--- src/rtl/pipe_hazard_if.sv ---
// Hazard-controller bundle: pipeline hazard sources in, stage controls and
// performance counters out. The master side is the pipeline, the slave side is the controller.
interface pipe_hazard_if #(
  parameter int CNT_W = 16
);
  logic             id_ex_memread;
  logic [4:0]       id_ex_rd;
  logic [4:0]       if_id_rs1;
  logic [4:0]       if_id_rs2;
  logic             rs1_used;
  logic             rs2_used;
  logic             branch_taken;
  logic             imem_ready;
  logic             dmem_ready;

  logic             pc_write;
  logic             if_id_write;
  logic             if_flush;
  logic             id_ex_bubble;
  logic             pipe_freeze;
  logic             mem_timeout;
  logic [CNT_W-1:0] stall_cycles;
  logic [CNT_W-1:0] flush_count;

  modport master (
    output id_ex_memread, id_ex_rd, if_id_rs1, if_id_rs2, rs1_used, rs2_used,
           branch_taken, imem_ready, dmem_ready,
    input  pc_write, if_id_write, if_flush, id_ex_bubble, pipe_freeze,
           mem_timeout, stall_cycles, flush_count
  );

  modport slave (
    input  id_ex_memread, id_ex_rd, if_id_rs1, if_id_rs2, rs1_used, rs2_used,
           branch_taken, imem_ready, dmem_ready,
    output pc_write, if_id_write, if_flush, id_ex_bubble, pipe_freeze,
           mem_timeout, stall_cycles, flush_count
  );
endinterface

--- src/rtl/pipe_hazard_ctrl.sv ---
// Stall/flush sequencer for the 5-stage core: prioritises data-memory freeze,
// redirects, load-use bubbles and fetch waits; tracks wait timeout and counters.
module pipe_hazard_ctrl #(
  parameter int TIMEOUT = 64,
  parameter int CNT_W   = 16
) (
  input  logic           clk,
  input  logic           rst,
  pipe_hazard_if.slave   bus
);
  localparam int WC_W = (TIMEOUT > 2) ? $clog2(TIMEOUT) : 1;
  localparam logic [WC_W-1:0] WC_MAX = WC_W'(TIMEOUT - 1);

  typedef enum logic [1:0] {
    RUN       = 2'd0,
    IMEM_WAIT = 2'd1,
    DMEM_WAIT = 2'd2
  } state_t;

  state_t            state_reg;
  state_t            state_next;
  logic              redirect_pend_reg;
  logic              redirect_pend_next;
  logic [WC_W-1:0]   wait_cnt_reg;
  logic [WC_W-1:0]   wait_cnt_base;
  logic              mem_timeout_reg;
  logic [CNT_W-1:0]  stall_cycles_reg;
  logic [CNT_W-1:0]  flush_count_reg;

  logic              load_use;
  logic              redirect;
  logic              flush_inc;
  logic              pc_write_c;
  logic              if_id_write_c;
  logic              if_flush_c;
  logic              id_ex_bubble_c;
  logic              pipe_freeze_c;

  assign load_use = bus.id_ex_memread && (bus.id_ex_rd != 5'd0) &&
                    ((bus.rs1_used && (bus.id_ex_rd == bus.if_id_rs1)) ||
                     (bus.rs2_used && (bus.id_ex_rd == bus.if_id_rs2)));

  assign redirect = bus.branch_taken || redirect_pend_reg;

  always_comb begin
    pc_write_c         = 1'b0;
    if_id_write_c      = 1'b0;
    if_flush_c         = 1'b0;
    id_ex_bubble_c     = 1'b0;
    pipe_freeze_c      = 1'b0;
    flush_inc          = 1'b0;
    state_next         = RUN;
    redirect_pend_next = redirect_pend_reg;

    if (!bus.dmem_ready) begin
      // Whole back end is held; a branch resolving now must survive the freeze.
      pipe_freeze_c = 1'b1;
      state_next    = DMEM_WAIT;
      if (bus.branch_taken) begin
        redirect_pend_next = 1'b1;
      end
    end else if (redirect) begin
      if_flush_c     = 1'b1;
      id_ex_bubble_c = 1'b1;
      if (bus.imem_ready) begin
        pc_write_c         = 1'b1;
        redirect_pend_next = 1'b0;
        flush_inc          = 1'b1;
      end else begin
        redirect_pend_next = 1'b1;
        state_next         = IMEM_WAIT;
      end
    end else if (load_use) begin
      id_ex_bubble_c = 1'b1;
    end else if (!bus.imem_ready) begin
      id_ex_bubble_c = 1'b1;
      state_next     = IMEM_WAIT;
    end else begin
      pc_write_c    = 1'b1;
      if_id_write_c = 1'b1;
    end

    if (rst) begin
      pc_write_c     = 1'b0;
      if_id_write_c  = 1'b0;
      if_flush_c     = 1'b1;
      id_ex_bubble_c = 1'b1;
      pipe_freeze_c  = 1'b0;
    end
  end

  // A wait run continues only while the same memory keeps stalling.
  assign wait_cnt_base = (state_next == state_reg) ? wait_cnt_reg : '0;

  always_ff @(posedge clk) begin
    if (rst) begin
      state_reg         <= RUN;
      redirect_pend_reg <= 1'b0;
      wait_cnt_reg      <= '0;
      mem_timeout_reg   <= 1'b0;
      stall_cycles_reg  <= '0;
      flush_count_reg   <= '0;
    end else begin
      state_reg         <= state_next;
      redirect_pend_reg <= redirect_pend_next;
      if (state_next == RUN) begin
        wait_cnt_reg <= '0;
      end else begin
        if (wait_cnt_base == WC_MAX) begin
          mem_timeout_reg <= 1'b1;
        end else begin
          wait_cnt_reg <= wait_cnt_base + 1'b1;
        end
      end
      if (!pc_write_c && (stall_cycles_reg != '1)) begin
        stall_cycles_reg <= stall_cycles_reg + 1'b1;
      end
      if (flush_inc && (flush_count_reg != '1)) begin
        flush_count_reg <= flush_count_reg + 1'b1;
      end
    end
  end

  assign bus.pc_write     = pc_write_c;
  assign bus.if_id_write  = if_id_write_c;
  assign bus.if_flush     = if_flush_c;
  assign bus.id_ex_bubble = id_ex_bubble_c;
  assign bus.pipe_freeze  = pipe_freeze_c;
  assign bus.mem_timeout  = mem_timeout_reg;
  assign bus.stall_cycles = stall_cycles_reg;
  assign bus.flush_count  = flush_count_reg;
endmodule

--- src/flat_wrapper.sv ---
// flat-port wrapper written by rule: the top's interface ports become plain ports
module pipe_hazard_ctrl_flat 
#(
  parameter int TIMEOUT = 64,
  parameter int CNT_W   = 16
)
  (clk, rst, bus_id_ex_memread, bus_id_ex_rd, bus_if_id_rs1, bus_if_id_rs2, bus_rs1_used, bus_rs2_used, bus_branch_taken, bus_imem_ready, bus_dmem_ready, bus_pc_write, bus_if_id_write, bus_if_flush, bus_id_ex_bubble, bus_pipe_freeze, bus_mem_timeout, bus_stall_cycles, bus_flush_count);
  pipe_hazard_if #(.CNT_W(CNT_W)) bus_i ();
  input  logic clk;
  input  logic rst;
  input wire logic [$bits(bus_i.id_ex_memread)-1:0] bus_id_ex_memread;
  input wire logic [$bits(bus_i.id_ex_rd)-1:0] bus_id_ex_rd;
  input wire logic [$bits(bus_i.if_id_rs1)-1:0] bus_if_id_rs1;
  input wire logic [$bits(bus_i.if_id_rs2)-1:0] bus_if_id_rs2;
  input wire logic [$bits(bus_i.rs1_used)-1:0] bus_rs1_used;
  input wire logic [$bits(bus_i.rs2_used)-1:0] bus_rs2_used;
  input wire logic [$bits(bus_i.branch_taken)-1:0] bus_branch_taken;
  input wire logic [$bits(bus_i.imem_ready)-1:0] bus_imem_ready;
  input wire logic [$bits(bus_i.dmem_ready)-1:0] bus_dmem_ready;
  output wire logic [$bits(bus_i.pc_write)-1:0] bus_pc_write;
  output wire logic [$bits(bus_i.if_id_write)-1:0] bus_if_id_write;
  output wire logic [$bits(bus_i.if_flush)-1:0] bus_if_flush;
  output wire logic [$bits(bus_i.id_ex_bubble)-1:0] bus_id_ex_bubble;
  output wire logic [$bits(bus_i.pipe_freeze)-1:0] bus_pipe_freeze;
  output wire logic [$bits(bus_i.mem_timeout)-1:0] bus_mem_timeout;
  output wire logic [$bits(bus_i.stall_cycles)-1:0] bus_stall_cycles;
  output wire logic [$bits(bus_i.flush_count)-1:0] bus_flush_count;
  assign bus_i.id_ex_memread = bus_id_ex_memread;
  assign bus_i.id_ex_rd = bus_id_ex_rd;
  assign bus_i.if_id_rs1 = bus_if_id_rs1;
  assign bus_i.if_id_rs2 = bus_if_id_rs2;
  assign bus_i.rs1_used = bus_rs1_used;
  assign bus_i.rs2_used = bus_rs2_used;
  assign bus_i.branch_taken = bus_branch_taken;
  assign bus_i.imem_ready = bus_imem_ready;
  assign bus_i.dmem_ready = bus_dmem_ready;
  assign bus_pc_write = bus_i.pc_write;
  assign bus_if_id_write = bus_i.if_id_write;
  assign bus_if_flush = bus_i.if_flush;
  assign bus_id_ex_bubble = bus_i.id_ex_bubble;
  assign bus_pipe_freeze = bus_i.pipe_freeze;
  assign bus_mem_timeout = bus_i.mem_timeout;
  assign bus_stall_cycles = bus_i.stall_cycles;
  assign bus_flush_count = bus_i.flush_count;
  pipe_hazard_ctrl #(.TIMEOUT(TIMEOUT), .CNT_W(CNT_W)) u_core (.clk(clk), .rst(rst), .bus(bus_i));
endmodule
--- config.mk ---
export PLATFORM = sky130hd
export DESIGN_NAME = pipe_hazard_ctrl_flat
export DESIGN_NICKNAME = d
export VERILOG_FILES = /design/src/rtl/pipe_hazard_if.sv /design/src/rtl/pipe_hazard_ctrl.sv /design/src/flat_wrapper.sv
export SDC_FILE = /design/constraint.sdc
export NUM_CORES = 1
export LEC_CHECK = 0
export BUFFER_PORTS_ARGS = -buffer_cell sky130_fd_sc_hd__clkbuf_2
export CAP_MARGIN = 30
export CORE_MARGIN = 5
export CORE_UTILIZATION = 53
export CTS_CLUSTER_SIZE = 24
export DETAILED_ROUTE_END_ITERATION = 7
export PLACE_DENSITY = 0.78
export SLEW_MARGIN = 5
export SYNTH_ARGS = -nofsm -noshare
export SYNTH_HDL_FRONTEND = slang
export SYNTH_SLANG_ARGS = --single-unit
--- constraint.sdc ---
create_clock -name clk -period 2.6 [get_ports clk]
set_input_delay 0 -clock clk [delete_from_list [all_inputs] [get_ports clk]]
set_output_delay 0 -clock clk [all_outputs]
set_load 0.02 [all_outputs]
==> impl_metrics.env <==
export IMPL_finalHoldViolCount=0
export IMPL_area_growth_pct=18.95
export IMPL_clk_pin_slew_ps=80
export IMPL_crit_path_cell_trace="dlygate4sd3_1, clkbuf_2, nand2b_1, a21oi_1, nand3b_1, mux2_2, and3_1, ha_1, and3_1, and3_1, and3_1, mux2i_1"
export IMPL_cp_end_kind="flip-flop"
export IMPL_pre_cts_slack_ps=224.2
export IMPL_cts_tree="yes"
export IMPL_fin_crit_sh_pct=89.79
export IMPL_via_per_inst=5.770
export IMPL_grt_ovfl_total=0
export IMPL_firstDrtPassIters=4
export IMPL_crit_required_ps=2780
export IMPL_ys_warn_count=0
export IMPL_clock_tree_root_cell="clkbuf_8"
export IMPL_row_count=24
export IMPL_power_density_nw_per_um2=437.5
export IMPL_holdBufCountCts=2
export IMPL_ant_nets=0
export IMPL_worstHoldPathType="input pin to flip-flop"
export IMPL_post_cts_buffers=0
export IMPL_ctsResizeCount=0
export IMPL_slew_viol_final=0
export IMPL_total_power_uw=1233
export IMPL_avgSynthCellArea_um2=8.524
export IMPL_htreeDepth=2
export IMPL_vias=2285
export IMPL_core_area_um2=4354
export IMPL_crit_path_top_delay_cell="dlygate4sd3_1"
export IMPL_vdd_ir_drop_max_v=0.0003417
export IMPL_dieArea_um2=5908
export IMPL_grt_usage_pct=18.77
export IMPL_fin_nets=371
export IMPL_setup_slack_ps=265.6
export IMPL_dp_hpwl_um=4118
export IMPL_drive_gt1_share_pct=26.16
export IMPL_drt_iter0_markers=192
export IMPL_ff2ff_path_depth=10
export IMPL_crit_type="input pin to flip-flop"
export IMPL_ff2ff_setup_slack_ps=370
export IMPL_min_path_cells=4
export IMPL_leakage_uw=0.001098
export IMPL_rsz0062_at_grt="false"
export IMPL_grt_pass1_wl_um=9390
export IMPL_grt_max_degree=43
export IMPL_drv_cap=0
export IMPL_place_congestion=0.9029
export IMPL_ys_ff_latch=42
export IMPL_max_stage_delay_ps=520
export IMPL_setup_violations=0
export IMPL_min_from="bus_branch_taken"
export IMPL_worstPathMaxFanout=8
export IMPL_startpoint_type="input pin"
export IMPL_num_antenna_cells=0
export IMPL_synthCells=278
export IMPL_swShare_pct=25.22
export IMPL_finalSetupTns_ps=0
export IMPL_initial_core_util_pct=54.43
export IMPL_die_w_um=76.87
export IMPL_relSlewSlack_pct=70.46
export IMPL_drc=0
export IMPL_synth_cell_type_count=55
export IMPL_netlist_area_um2=2370
export IMPL_wl_per_cell_um=14.10
export IMPL_num_io_pins=61
export IMPL_antenna_found_initial=0
export IMPL_timing_rr_end="u_core.wait_cnt_reg[1]$_SDFFE_PP0P_"
export IMPL_period_minus_slack_ps=2334
export IMPL_numCtsBuffers=5
export IMPL_path_common_cell="and3_1"
export IMPL_totalWireLength_um=5583
export IMPL_min_to="u_core.redirect_pend_reg$_SDFFE_PP0P_"
export IMPL_first_global_vias=2061
export IMPL_synth_seq_area_share_pct=35.48
export IMPL_tightest_slew_ps=443.1
export IMPL_synth_nets=304
export IMPL_die_h_um=76.87
export IMPL_clockPowerShare_pct=33.7
export IMPL_cts_max_path_buffers=2
export IMPL_intPower_uw=922.3
export IMPL_fill_cells=374
export IMPL_placement_io_buffers=60
export IMPL_r2r_start="u_core.state_reg[1]$_SDFF_PP0_"
export IMPL_arrival_ps=2520
export IMPL_skew_ps=4.514
export IMPL_clkLatencyLatePin_ps=290
export IMPL_cts_sinks=42
export IMPL_status="finished clean"
export IMPL_p_switching_uw=311.1
export IMPL_seqPwrFrac_pct=53.6
export IMPL_combPwrFrac_pct=12.7
export IMPL_fmax_ghz=0.4284
metal layers:
layer  global-route usage [%]  share of wire [%]
met1                    23.50                 44
met2                    31.75                 48
met5                        0                  0
met4                    4.196               0.93
met3                    5.386                6.6
power by group through the flow:
stage / clock network [µW] / logic, µW / registers (µW)
global placement: 0 / 151 / 675
CTS: 429 / 158 / 661
floorplan: 0 / 88.7 / 685
finish: 416 / 157 / 661
global route: 447 / 173 / 662
detailed placement: 0 / 154 / 676
placed cells by master (no fill, tap or decap), types with 2 or more instances in the layout:
master and instances:
a21o_1 2, nor2_1 27, nand2b_1 3, a21oi_1 20, nand4_1 12, nand2_1 23
xor2_1 4, nor2b_1 4, o31ai_1 8, o21ai_0 7, nand3b_1 3, dlygate4sd3_1 2
or3_1 9, nor4_2 2, nor3_1 6, dfxtp_1 42, or4_1 11, mux2_2 2
buf_4 7, nand3_1 15, inv_1 7, xnor2_1 18, ha_1 3, clkbuf_2 60
and3_1 9, clkbuf_8 6, nor4b_1 2, mux2_4 3
cells in the mapped netlist, drive strengths merged:
library cell  count  share of area, %
a211oi            1              0.32
a21o              2              0.63
a21oi            21               4.6
a311o             2               1.3
a31o              1              0.37
a31oi             1              0.26
and2              1              0.26
and3              9               2.4
and4              1              0.37
buf               4               2.2
clkbuf            5              0.79
dfxtp            42                35
ha                3               1.6
inv               8               1.4
mux2              5               2.9
mux2i             1              0.42
nand2            24               4.1
nand2b            3              0.79
nand3            15               3.2
nand3b            3              0.95
nand4            12               3.2
nand4b            1              0.37
nor2             27               4.3
nor2b             4               1.1
nor3              7               1.7
nor3b             1              0.32
nor4              4               2.2
nor4b             2              0.74
nor4bb            1              0.42
o21a              2              0.69
o21ai             9               2.1
o21bai            1              0.32
o22ai             2              0.79
o311a             1              0.42
o31ai             8               2.5
o32ai             1              0.37
o41ai             1              0.37
or3               9               2.4
or4              11               3.5
xnor2            18               6.7
xor2              4               1.5
how the worst max path moves through the flow:
stage | startpoint | end | slack, ps
final | bus_dmem_ready | u_core.wait_cnt_reg[1]$_SDFFE_PP0P_ | 270
after global routing | bus_dmem_ready | u_core.wait_cnt_reg[1]$_SDFFE_PP0P_ | 110
after CTS | bus_dmem_ready | u_core.wait_cnt_reg[1]$_SDFFE_PP0P_ | 280
after detailed placement | bus_id_ex_rd[0] | u_core.wait_cnt_reg[1]$_SDFFE_PP0P_ | 220
after global placement | bus_id_ex_rd[0] | u_core.wait_cnt_reg[1]$_SDFFE_PP0P_ | 280
after floorplan | u_core.redirect_pend_reg$_SDFFE_PP0P_ | u_core.wait_cnt_reg[1]$_SDFFE_PP0P_ | 400
worst max-delay path, delay by kind of cell:
kind	cells	cell delay [ps]
compound gates	1	60
fa+ha+maj	1	240
buf+inv	2	700
mux	2	410
simple gates	6	1090
logic make-up (layout without fill, tap and decap cells):
logic type | Yosys count | in the layout | synth area share [%]
AND/OR/NAND/NOR | 135 | 135 | 32.15
AO/OA/AOI/OAI | 53 | 53 | 15.00
flip-flops | 42 | 42 | 35.48
XOR/XNOR | 22 | 22 | 8.131
buffers and inverters | 17 | 83 | 4.383
multiplexers | 6 | 6 | 3.273
adder cells (fa/ha/maj) | 3 | 3 | 1.584
layout make-up:
class	count	area, µm²	area share, %
tap	52	65.06	2.308
inverter	8	32.53	1.154
timing repair buffer	69	372.9	13.23
multi-input combinational	219	1425	50.55
clock buffer	6	82.58	2.929
sequential	42	840.8	29.83
through the flow:
step | util [%] | area [µm²] | instances | hold WS, ps
finish | 64.74 | 2819 | 396 | 133.8
detailed placement | 62.39 | 2716 | 388 | 276.1
floorplan | - | 2370 | 278 | 72.38
CTS | 64.74 | 2819 | 396 | 126.5
global placement | 62.39 | 2716 | 388 | 268.8
global route | 64.74 | 2819 | 396 | 168.6
(Power assumes the default switching activity.)
